[config.mk]
export PLATFORM = sky130hd
export DESIGN_NAME = vga_timing_gen_flat
export DESIGN_NICKNAME = d
export VERILOG_FILES = /design/src/rtl/vga_timing_gen_pkg.sv /design/src/rtl/vga_timing_gen_if.sv /design/src/rtl/vga_timing_gen_mod_counter.sv /design/src/rtl/vga_timing_gen.sv /design/src/flat_wrapper.sv
export SDC_FILE = /design/constraint.sdc
export NUM_CORES = 1
export LEC_CHECK = 0
export ABC_AREA = 1
export ABC_CLOCK_PERIOD_IN_PS = 2300
export BUFFER_PORTS_ARGS = -buffer_cell sky130_fd_sc_hd__buf_2
export CAP_MARGIN = 0
export CORE_MARGIN = 5
export CORE_UTILIZATION = 51
export CTS_CLUSTER_SIZE = 28
export DETAILED_ROUTE_END_ITERATION = 16
export PLACE_DENSITY = 0.75
export SLEW_MARGIN = 40
export SYNTH_ARGS = -nofsm -noshare
export SYNTH_HDL_FRONTEND = slang
export SYNTH_SLANG_ARGS = --single-unit
[constraint.sdc]
create_clock -name clk_i -period 2.3 [get_ports clk_i]
set_input_delay 0.23 -clock clk_i [delete_from_list [all_inputs] [get_ports clk_i]]
set_output_delay 0.23 -clock clk_i [all_outputs]
set_load 0.05 [all_outputs]
[src/rtl/vga_timing_gen_pkg.sv]
// Shared SVGA 800x600@60 raster constants and the coordinate/output types used by
// the timing generator and every downstream pixel-colour stage.
package vga_pkg;

   localparam int H_VIS   = 800;
   localparam int H_FP    = 40;
   localparam int H_SYNC  = 128;
   localparam int H_BP    = 88;
   localparam int H_TOTAL = H_VIS + H_FP + H_SYNC + H_BP;

   localparam int V_VIS   = 600;
   localparam int V_FP    = 1;
   localparam int V_SYNC  = 4;
   localparam int V_BP    = 23;
   localparam int V_TOTAL = V_VIS + V_FP + V_SYNC + V_BP;

   localparam int H_SYNC_START = H_VIS + H_FP;
   localparam int H_SYNC_END   = H_SYNC_START + H_SYNC;
   localparam int V_SYNC_START = V_VIS + V_FP;
   localparam int V_SYNC_END   = V_SYNC_START + V_SYNC;

   localparam int H_CNT_W = 11;
   localparam int V_CNT_W = 10;

   typedef logic [9:0] coord_t;

   typedef struct packed {
      coord_t row;
      coord_t col;
      logic   blank;
      logic   hsync;
      logic   vsync;
      logic   frame_start;
      logic   line_end;
   } vga_out_t;

   typedef struct packed {
      logic [H_CNT_W-1:0] h_cnt;
      logic [V_CNT_W-1:0] v_cnt;
      logic               h_wrap;
      logic               v_wrap;
   } vga_dbg_t;

endpackage

[src/rtl/vga_timing_gen_if.sv]
// Raster bundle from the timing generator to the pixel-colour stages and VGA port.
// Outputs change only on pix_en strobes; frame_start/line_end are one-clock pulses.
interface vga_timing_gen_if;
   import vga_pkg::*;

   coord_t row;
   coord_t col;
   logic   blank;
   logic   hsync;
   logic   vsync;
   logic   frame_start;
   logic   line_end;

   modport master (output row, col, blank, hsync, vsync, frame_start, line_end);
   modport slave  (input  row, col, blank, hsync, vsync, frame_start, line_end);

endinterface

[src/rtl/vga_timing_gen_mod_counter.sv]
// Enable-gated modulo counter: counts 0..MAX and wraps; wrap_o flags the MAX value.
module mod_counter #(
   parameter int WIDTH = 11,
   parameter int MAX   = 1055
) (
   input  logic             clk_i,
   input  logic             rst_ni,
   input  logic             en_i,
   output logic [WIDTH-1:0] cnt_o,
   output logic             wrap_o
);

   logic [WIDTH-1:0] cnt_q, cnt_d;

   assign wrap_o = (cnt_q == WIDTH'(MAX));
   assign cnt_o  = cnt_q;

   always_comb begin
      cnt_d = cnt_q;
      if (en_i) begin
         cnt_d = wrap_o ? '0 : cnt_q + 1'b1;
      end
   end

   always_ff @(posedge clk_i or negedge rst_ni) begin
      if (!rst_ni) begin
         cnt_q <= '0;
      end else begin
         cnt_q <= cnt_d;
      end
   end

endmodule

[src/rtl/vga_timing_gen.sv]
// Raster timing generator: h/v position counters plus one registered output stage
// so row/col/blank/syncs/pulses all leave on the same pix_en edge.
module vga_timing_gen
   import vga_pkg::*;
#(
   parameter int   HVIS     = H_VIS,
   parameter int   HFP      = H_FP,
   parameter int   HSYNC    = H_SYNC,
   parameter int   HBP      = H_BP,
   parameter int   VVIS     = V_VIS,
   parameter int   VFP      = V_FP,
   parameter int   VSYNC    = V_SYNC,
   parameter int   VBP      = V_BP,
   parameter logic SYNC_POL = 1'b1
) (
   input  logic             clk_i,
   input  logic             rst_ni,
   input  logic             pix_en_i,
   vga_timing_gen_if.master vga_o,
   output vga_dbg_t         dbg_o
);

   localparam int HTOTAL = HVIS + HFP + HSYNC + HBP;
   localparam int VTOTAL = VVIS + VFP + VSYNC + VBP;

   localparam logic [H_CNT_W-1:0] HVIS_C     = H_CNT_W'(HVIS);
   localparam logic [H_CNT_W-1:0] HS_START_C = H_CNT_W'(HVIS + HFP);
   localparam logic [H_CNT_W-1:0] HS_END_C   = H_CNT_W'(HVIS + HFP + HSYNC);
   localparam logic [V_CNT_W-1:0] VVIS_C     = V_CNT_W'(VVIS);
   localparam logic [V_CNT_W-1:0] VS_START_C = V_CNT_W'(VVIS + VFP);
   localparam logic [V_CNT_W-1:0] VS_END_C   = V_CNT_W'(VVIS + VFP + VSYNC);

   localparam vga_out_t OUT_RST = '{
      row:         '0,
      col:         '0,
      blank:       1'b1,
      hsync:       ~SYNC_POL,
      vsync:       ~SYNC_POL,
      frame_start: 1'b0,
      line_end:    1'b0
   };

   logic [H_CNT_W-1:0] h_cnt;
   logic [V_CNT_W-1:0] v_cnt;
   logic               h_wrap;
   logic               v_wrap;
   logic               active;
   vga_out_t           out_q, out_d;

   mod_counter #(.WIDTH(H_CNT_W), .MAX(HTOTAL - 1)) u_h_cnt (
      .clk_i  (clk_i),
      .rst_ni (rst_ni),
      .en_i   (pix_en_i),
      .cnt_o  (h_cnt),
      .wrap_o (h_wrap)
   );

   // The line counter steps only on the strobe that takes h_cnt from its last value to 0.
   mod_counter #(.WIDTH(V_CNT_W), .MAX(VTOTAL - 1)) u_v_cnt (
      .clk_i  (clk_i),
      .rst_ni (rst_ni),
      .en_i   (h_wrap & pix_en_i),
      .cnt_o  (v_cnt),
      .wrap_o (v_wrap)
   );

   assign active = (h_cnt < HVIS_C) && (v_cnt < VVIS_C);

   always_comb begin
      out_d             = out_q;
      out_d.frame_start = 1'b0;
      out_d.line_end    = 1'b0;
      if (pix_en_i) begin
         out_d.blank       = ~active;
         out_d.col         = active ? h_cnt[9:0] : '0;
         out_d.row         = active ? v_cnt : '0;
         out_d.hsync       = ((h_cnt >= HS_START_C) && (h_cnt < HS_END_C)) ? SYNC_POL : ~SYNC_POL;
         out_d.vsync       = ((v_cnt >= VS_START_C) && (v_cnt < VS_END_C)) ? SYNC_POL : ~SYNC_POL;
         out_d.frame_start = (h_cnt == '0) && (v_cnt == '0);
         out_d.line_end    = h_wrap;
      end
   end

   always_ff @(posedge clk_i or negedge rst_ni) begin
      if (!rst_ni) begin
         out_q <= OUT_RST;
      end else begin
         out_q <= out_d;
      end
   end

   assign vga_o.row         = out_q.row;
   assign vga_o.col         = out_q.col;
   assign vga_o.blank       = out_q.blank;
   assign vga_o.hsync       = out_q.hsync;
   assign vga_o.vsync       = out_q.vsync;
   assign vga_o.frame_start = out_q.frame_start;
   assign vga_o.line_end    = out_q.line_end;

   assign dbg_o = '{h_cnt: h_cnt, v_cnt: v_cnt, h_wrap: h_wrap, v_wrap: v_wrap};

endmodule

[src/flat_wrapper.sv]
// flat-port wrapper written by rule: the top's interface ports become plain ports
module vga_timing_gen_flat import vga_pkg::*;
#(
   parameter int   HVIS     = H_VIS,
   parameter int   HFP      = H_FP,
   parameter int   HSYNC    = H_SYNC,
   parameter int   HBP      = H_BP,
   parameter int   VVIS     = V_VIS,
   parameter int   VFP      = V_FP,
   parameter int   VSYNC    = V_SYNC,
   parameter int   VBP      = V_BP,
   parameter logic SYNC_POL = 1'b1
)
  (clk_i, rst_ni, pix_en_i, dbg_o, vga_o_row, vga_o_col, vga_o_blank, vga_o_hsync, vga_o_vsync, vga_o_frame_start, vga_o_line_end);
  vga_timing_gen_if vga_o_i ();
  input  logic clk_i;
  input  logic rst_ni;
  input  logic pix_en_i;
  output vga_dbg_t dbg_o;
  output wire logic [$bits(vga_o_i.row)-1:0] vga_o_row;
  output wire logic [$bits(vga_o_i.col)-1:0] vga_o_col;
  output wire logic [$bits(vga_o_i.blank)-1:0] vga_o_blank;
  output wire logic [$bits(vga_o_i.hsync)-1:0] vga_o_hsync;
  output wire logic [$bits(vga_o_i.vsync)-1:0] vga_o_vsync;
  output wire logic [$bits(vga_o_i.frame_start)-1:0] vga_o_frame_start;
  output wire logic [$bits(vga_o_i.line_end)-1:0] vga_o_line_end;
  assign vga_o_row = vga_o_i.row;
  assign vga_o_col = vga_o_i.col;
  assign vga_o_blank = vga_o_i.blank;
  assign vga_o_hsync = vga_o_i.hsync;
  assign vga_o_vsync = vga_o_i.vsync;
  assign vga_o_frame_start = vga_o_i.frame_start;
  assign vga_o_line_end = vga_o_i.line_end;
  vga_timing_gen #(.HVIS(HVIS), .HFP(HFP), .HSYNC(HSYNC), .HBP(HBP), .VVIS(VVIS), .VFP(VFP), .VSYNC(VSYNC), .VBP(VBP), .SYNC_POL(SYNC_POL)) u_core (.clk_i(clk_i), .rst_ni(rst_ni), .pix_en_i(pix_en_i), .vga_o(vga_o_i), .dbg_o(dbg_o));
endmodule
==> flow_results.org <==
** Status
- The run finished with clean final reports.

** Placed design
- Placer congestion estimate :: 0.9498
- Total half-perimeter wirelength after legalization and detailed placement :: approximately 4300 um
- During placement, the flow inserted port buffers numbering 50.
- Area of placed instances :: 2754 um2

** Cells and area
- The finished cells cover 2859 um2.
- At the end of the flow the core is filled with cells to 0.6053.
- Antenna diode count :: 0
- Layout Area Growth over Synthesis :: 14.94%
- The library cell used most frequently in the layout, excluding fill and tap cells, is sky130_fd_sc_hd__nand2_1.
- Net count of the finished layout :: around 370
- Number of inserted filler cells in the final layout :: 420
- Commonest non-fill, non-tap cells in the layout :: 102 x sky130_fd_sc_hd__nand2_1, 50 x sky130_fd_sc_hd__buf_2, 45 x sky130_fd_sc_hd__dfrtp_1
- Share of final-layout standard cells stronger than drive strength 1 :: 0.2389

** Die
- Number of standard-cell rows in the floorplan :: 25
- The initial utilization of the core area, before any placement, comes to 0.5266.
- The floorplan step defined a die boundary enclosing 6374 um2.
- Chip height :: 79.84 um
- Core box area :: 4723 um2
- For this design the top-level I/O count stands at ~50.
- Die width :: 79.84 um

** Worst setup path
- CP Buf/Inv Count :: 2
- STA classifies the critical path startpoint as a register.
- Worst path cell trace :: ha_1 > inv_1 > nor2_1 > and3_1 > buf_2
- For the worst setup path, the data arrival time is 1.69 ns.
- The kind of cell with the highest combined delay along the critical path is flip-flops.
- Stage delay of the slowest cell on the critical path :: about 0.46 ns
- STA classifies the critical path endpoint as a primary output.
- Highest fanout seen on the critical path :: 7
- Endpoint required time on the critical path :: around 2.1 ns
- Slowest stage cell on the critical path :: sky130_fd_sc_hd__dfrtp_1
- Crit path kind :: register to primary output

** CTS
- Deepest clock path buffer count :: 2
- Counting the buffers created by CTS gives 5.
- Maximum level of the CTS H-tree :: 2
- Latest clock arrival within the worst-skew pair :: 0.30 ns
- Gates resized during post-CTS repair numbered 0.
- After clock tree synthesis, the clock-pin slew on the worst setup and hold paths is 0.08 ns.
- Buffer type at the clock tree root :: sky130_fd_sc_hd__clkbuf_8
- Clock tree from TritonCTS :: done
- The tree built by TritonCTS fans out to 46 sinks.

** STA
- Of the available clock period, the critical path in the final layout requires 0.8346.
- Slew Limit Headroom :: 0.6677
- Between clock sinks in the finished design, the worst skew comes to 0.003141 ns.
- Setup violations remaining at the end of the flow were counted as 0.
- Achievable Freq :: ~520 MHz
- Worst Hold Margin :: 0.3586 ns
- Total Negative Setup Slacks :: 0 ns
- The clock period could shrink to 1.920 ns.
- Setup repair after global routing left no endpoint under its margin.
- The hold violation count in the final report came to 0.
- Slew of the pin with the lowest slew margin :: 0.4977 ns
- Final-report max-slew violation count :: 0

** Global routing
- Entering global routing, the biggest net connects 33 pins.
- GR Util All Layers :: 0.2000
- Summed over all layers, the global routing overflow is 0.
- The first global-routing pass estimated ~10000 um of wire.
- Vias in the first global route :: 2016
- The initial antenna violation count came to 0.

** Pwr
- For this design the ratio of total power to cell area is roughly 700 nW/um2.
- Summed over all cells, the static leakage comes to between 1.5 and 2 nW.
- Peak supply drop :: 0.3056 mV

** Synth
- Synthesized flop and latch total :: 46
- The synthesized design contains 0 enable-type register cells.
- Leading post-synthesis cells by cell area :: sky130_fd_sc_hd__dfrtp_1 45%, sky130_fd_sc_hd__nand2_1 15%, sky130_fd_sc_hd__nand4_1 4.8%
- For this run, the number of Yosys warnings is 0.
- The synthesized netlist occupies a cell area of 2487 um2.
- Among all flip-flop cells after synthesis, the most frequent one is sky130_fd_sc_hd__dfrtp_1.
- In the synthesized netlist the async set-or-reset flop fraction comes to 1.000.
- Post-Syn Nets :: about 320
- The share of synthesized area in the top cell type comes to 0.4527.
- Share of synthesized area occupied by flip-flops and latches :: 0.4633
- A synthesized cell averages 7.998 um2.
- The largest total area in the synthesized netlist belongs to sky130_fd_sc_hd__dfrtp_1.
- Number of unique standard cell types used by synthesis :: 32
- Number of instances in the synthesized netlist :: 311

** Flow run
- Max-cap violations in this run came to 0.

** Drt
- Post-DR vias/cell :: a little over 5
- The count of nets left with antenna violations once routing finished came out at 0.
- The detailed router placed 2184 vias in this run.
- The routed design has 5956 um of wire.
- The first detailed-routing pass ran for 4 iterations.
- Dividing the detail-routed wire length by the instance count gives 13.95 um.
- Initial DRC count :: 207
- For this run, design rule violations remaining after detail routing come to 0.

** Worst hold path
- The worst hold path belongs to the class input pin to register.
## where the power goes
group	switching [mW]	total, mW	internal, mW
sequential	0.108	0.968	0.861
combinational	0.363	0.474	0.111
clock	0.275	0.517	0.242
total	0.746	1.96	1.21
## worst paths after layout
| kind | start | to | slack [ns] | cells past startpoint |
|---|---|---|---|---|
| setup / recovery | u_core.u_v_cnt.cnt_o[0] | dbg_o[0] | 0.38 | 5 |
| hold / removal | pix_en_i | u_core.vga_o.row[5] | 0.36 | 3 |
| setup reg to reg | u_core.u_v_cnt.cnt_o[9] | u_core.vga_o.col[7] | 0.80 | 5 |
| hold reg to reg | u_core.vga_o.blank | u_core.vga_o.blank | 0.47 | 2 |
| max in group asynchronous | rst_ni | u_core.vga_o.blank | 1.19 | 3 |
| min in group asynchronous | rst_ni | u_core.u_v_cnt.cnt_o[0] | 0.37 | 2 |
## Yosys cell counts (2+ instances only)
| cell | instances |
|---|---|
| sky130_fd_sc_hd__nand2_1 | 102 |
| sky130_fd_sc_hd__dfrtp_1 | 45 |
| sky130_fd_sc_hd__inv_1 | 26 |
| sky130_fd_sc_hd__nand4_1 | 19 |
| sky130_fd_sc_hd__nor2_1 | 18 |
| sky130_fd_sc_hd__nand3_1 | 16 |
| sky130_fd_sc_hd__o21ai_0 | 14 |
| sky130_fd_sc_hd__xor2_1 | 11 |
| sky130_fd_sc_hd__inv_2 | 8 |
| sky130_fd_sc_hd__o21ai_1 | 6 |
| sky130_fd_sc_hd__ha_1 | 5 |
| sky130_fd_sc_hd__nor3_1 | 5 |
| sky130_fd_sc_hd__buf_4 | 4 |
| sky130_fd_sc_hd__nand2_2 | 4 |
| sky130_fd_sc_hd__buf_2 | 3 |
| sky130_fd_sc_hd__buf_6 | 3 |
| sky130_fd_sc_hd__nor2_4 | 3 |
| sky130_fd_sc_hd__a21oi_1 | 2 |
| sky130_fd_sc_hd__clkbuf_1 | 2 |
| sky130_fd_sc_hd__nand3_2 | 2 |
| sky130_fd_sc_hd__nor2_2 | 2 |
## tightest hold or removal path, cell delays in order
cell	delay [ns]
sky130_fd_sc_hd__buf_2	0.20
sky130_fd_sc_hd__nand2_1	0.10
sky130_fd_sc_hd__o21ai_0	0.08
## flip-flops by register name, summed over array words and instances (netlist names)
signal                    count
u_core.vga_o.blank            1
u_core.vga_o.hsync            1
u_core.vga_o.frame_start      1
u_core.u_v_cnt.cnt_o         10
u_core.u_h_cnt.cnt_o         11
u_core.vga_o.row             10
u_core.vga_o.vsync            1
u_core.vga_o.col             10
u_core.vga_o.line_end         1
## per-stage QoR
step / power, mW / instances / setup WS (ns)
floorplan: 1.326 / 311 / 0.5593
global placement: 1.446 / 418 / 0.7947
detailed placement: 1.456 / 418 / 0.7337
CTS: 1.971 / 427 / 0.3942
global route: 2.053 / 427 / 0.2934
finish: 1.959 / 427 / 0.3805
## final cells by class
cell class	count	area, um2	share of cell area
well taps	67	83.83	0.02932
clock inverters	2	12.51	0.004376
repair buffers	54	282.8	0.09891
clock buffers	6	82.58	0.02888
multi-input cells	216	1109	0.3877
inverters	36	136.4	0.04770
flip-flops and latches	46	1152	0.4031
## cell families after synthesis
logic type	Yosys count	synth area share
AND/OR/NAND/NOR	176	0.3305
flip-flops	46	0.4633
XOR/XNOR	12	0.04225
buffers and inverters	49	0.09104
AO/OA/AOI/OAI	23	0.04779
adder cells (fa/ha/maj)	5	0.02515
## routing by layer
| layer | global-route usage | share of wire | vias to the layer above |
|---|---|---|---|
| met3 | 0.03273 | 0.064 | 8 |
| met2 | 0.3114 | 0.47 | 88 |
| met5 | 0 | 0 | - |
| li1 | - | - | 1090 |
| met1 | 0.2871 | 0.46 | 998 |
| met4 | 0.05912 | 0.014 | 0 |
## timing repair
item	CTS	global route
setup buffers	0	0
endpoints found under the hold margin	14	0
hold buffers	1	0
Note: power is estimated with default switching activity, not from simulation.
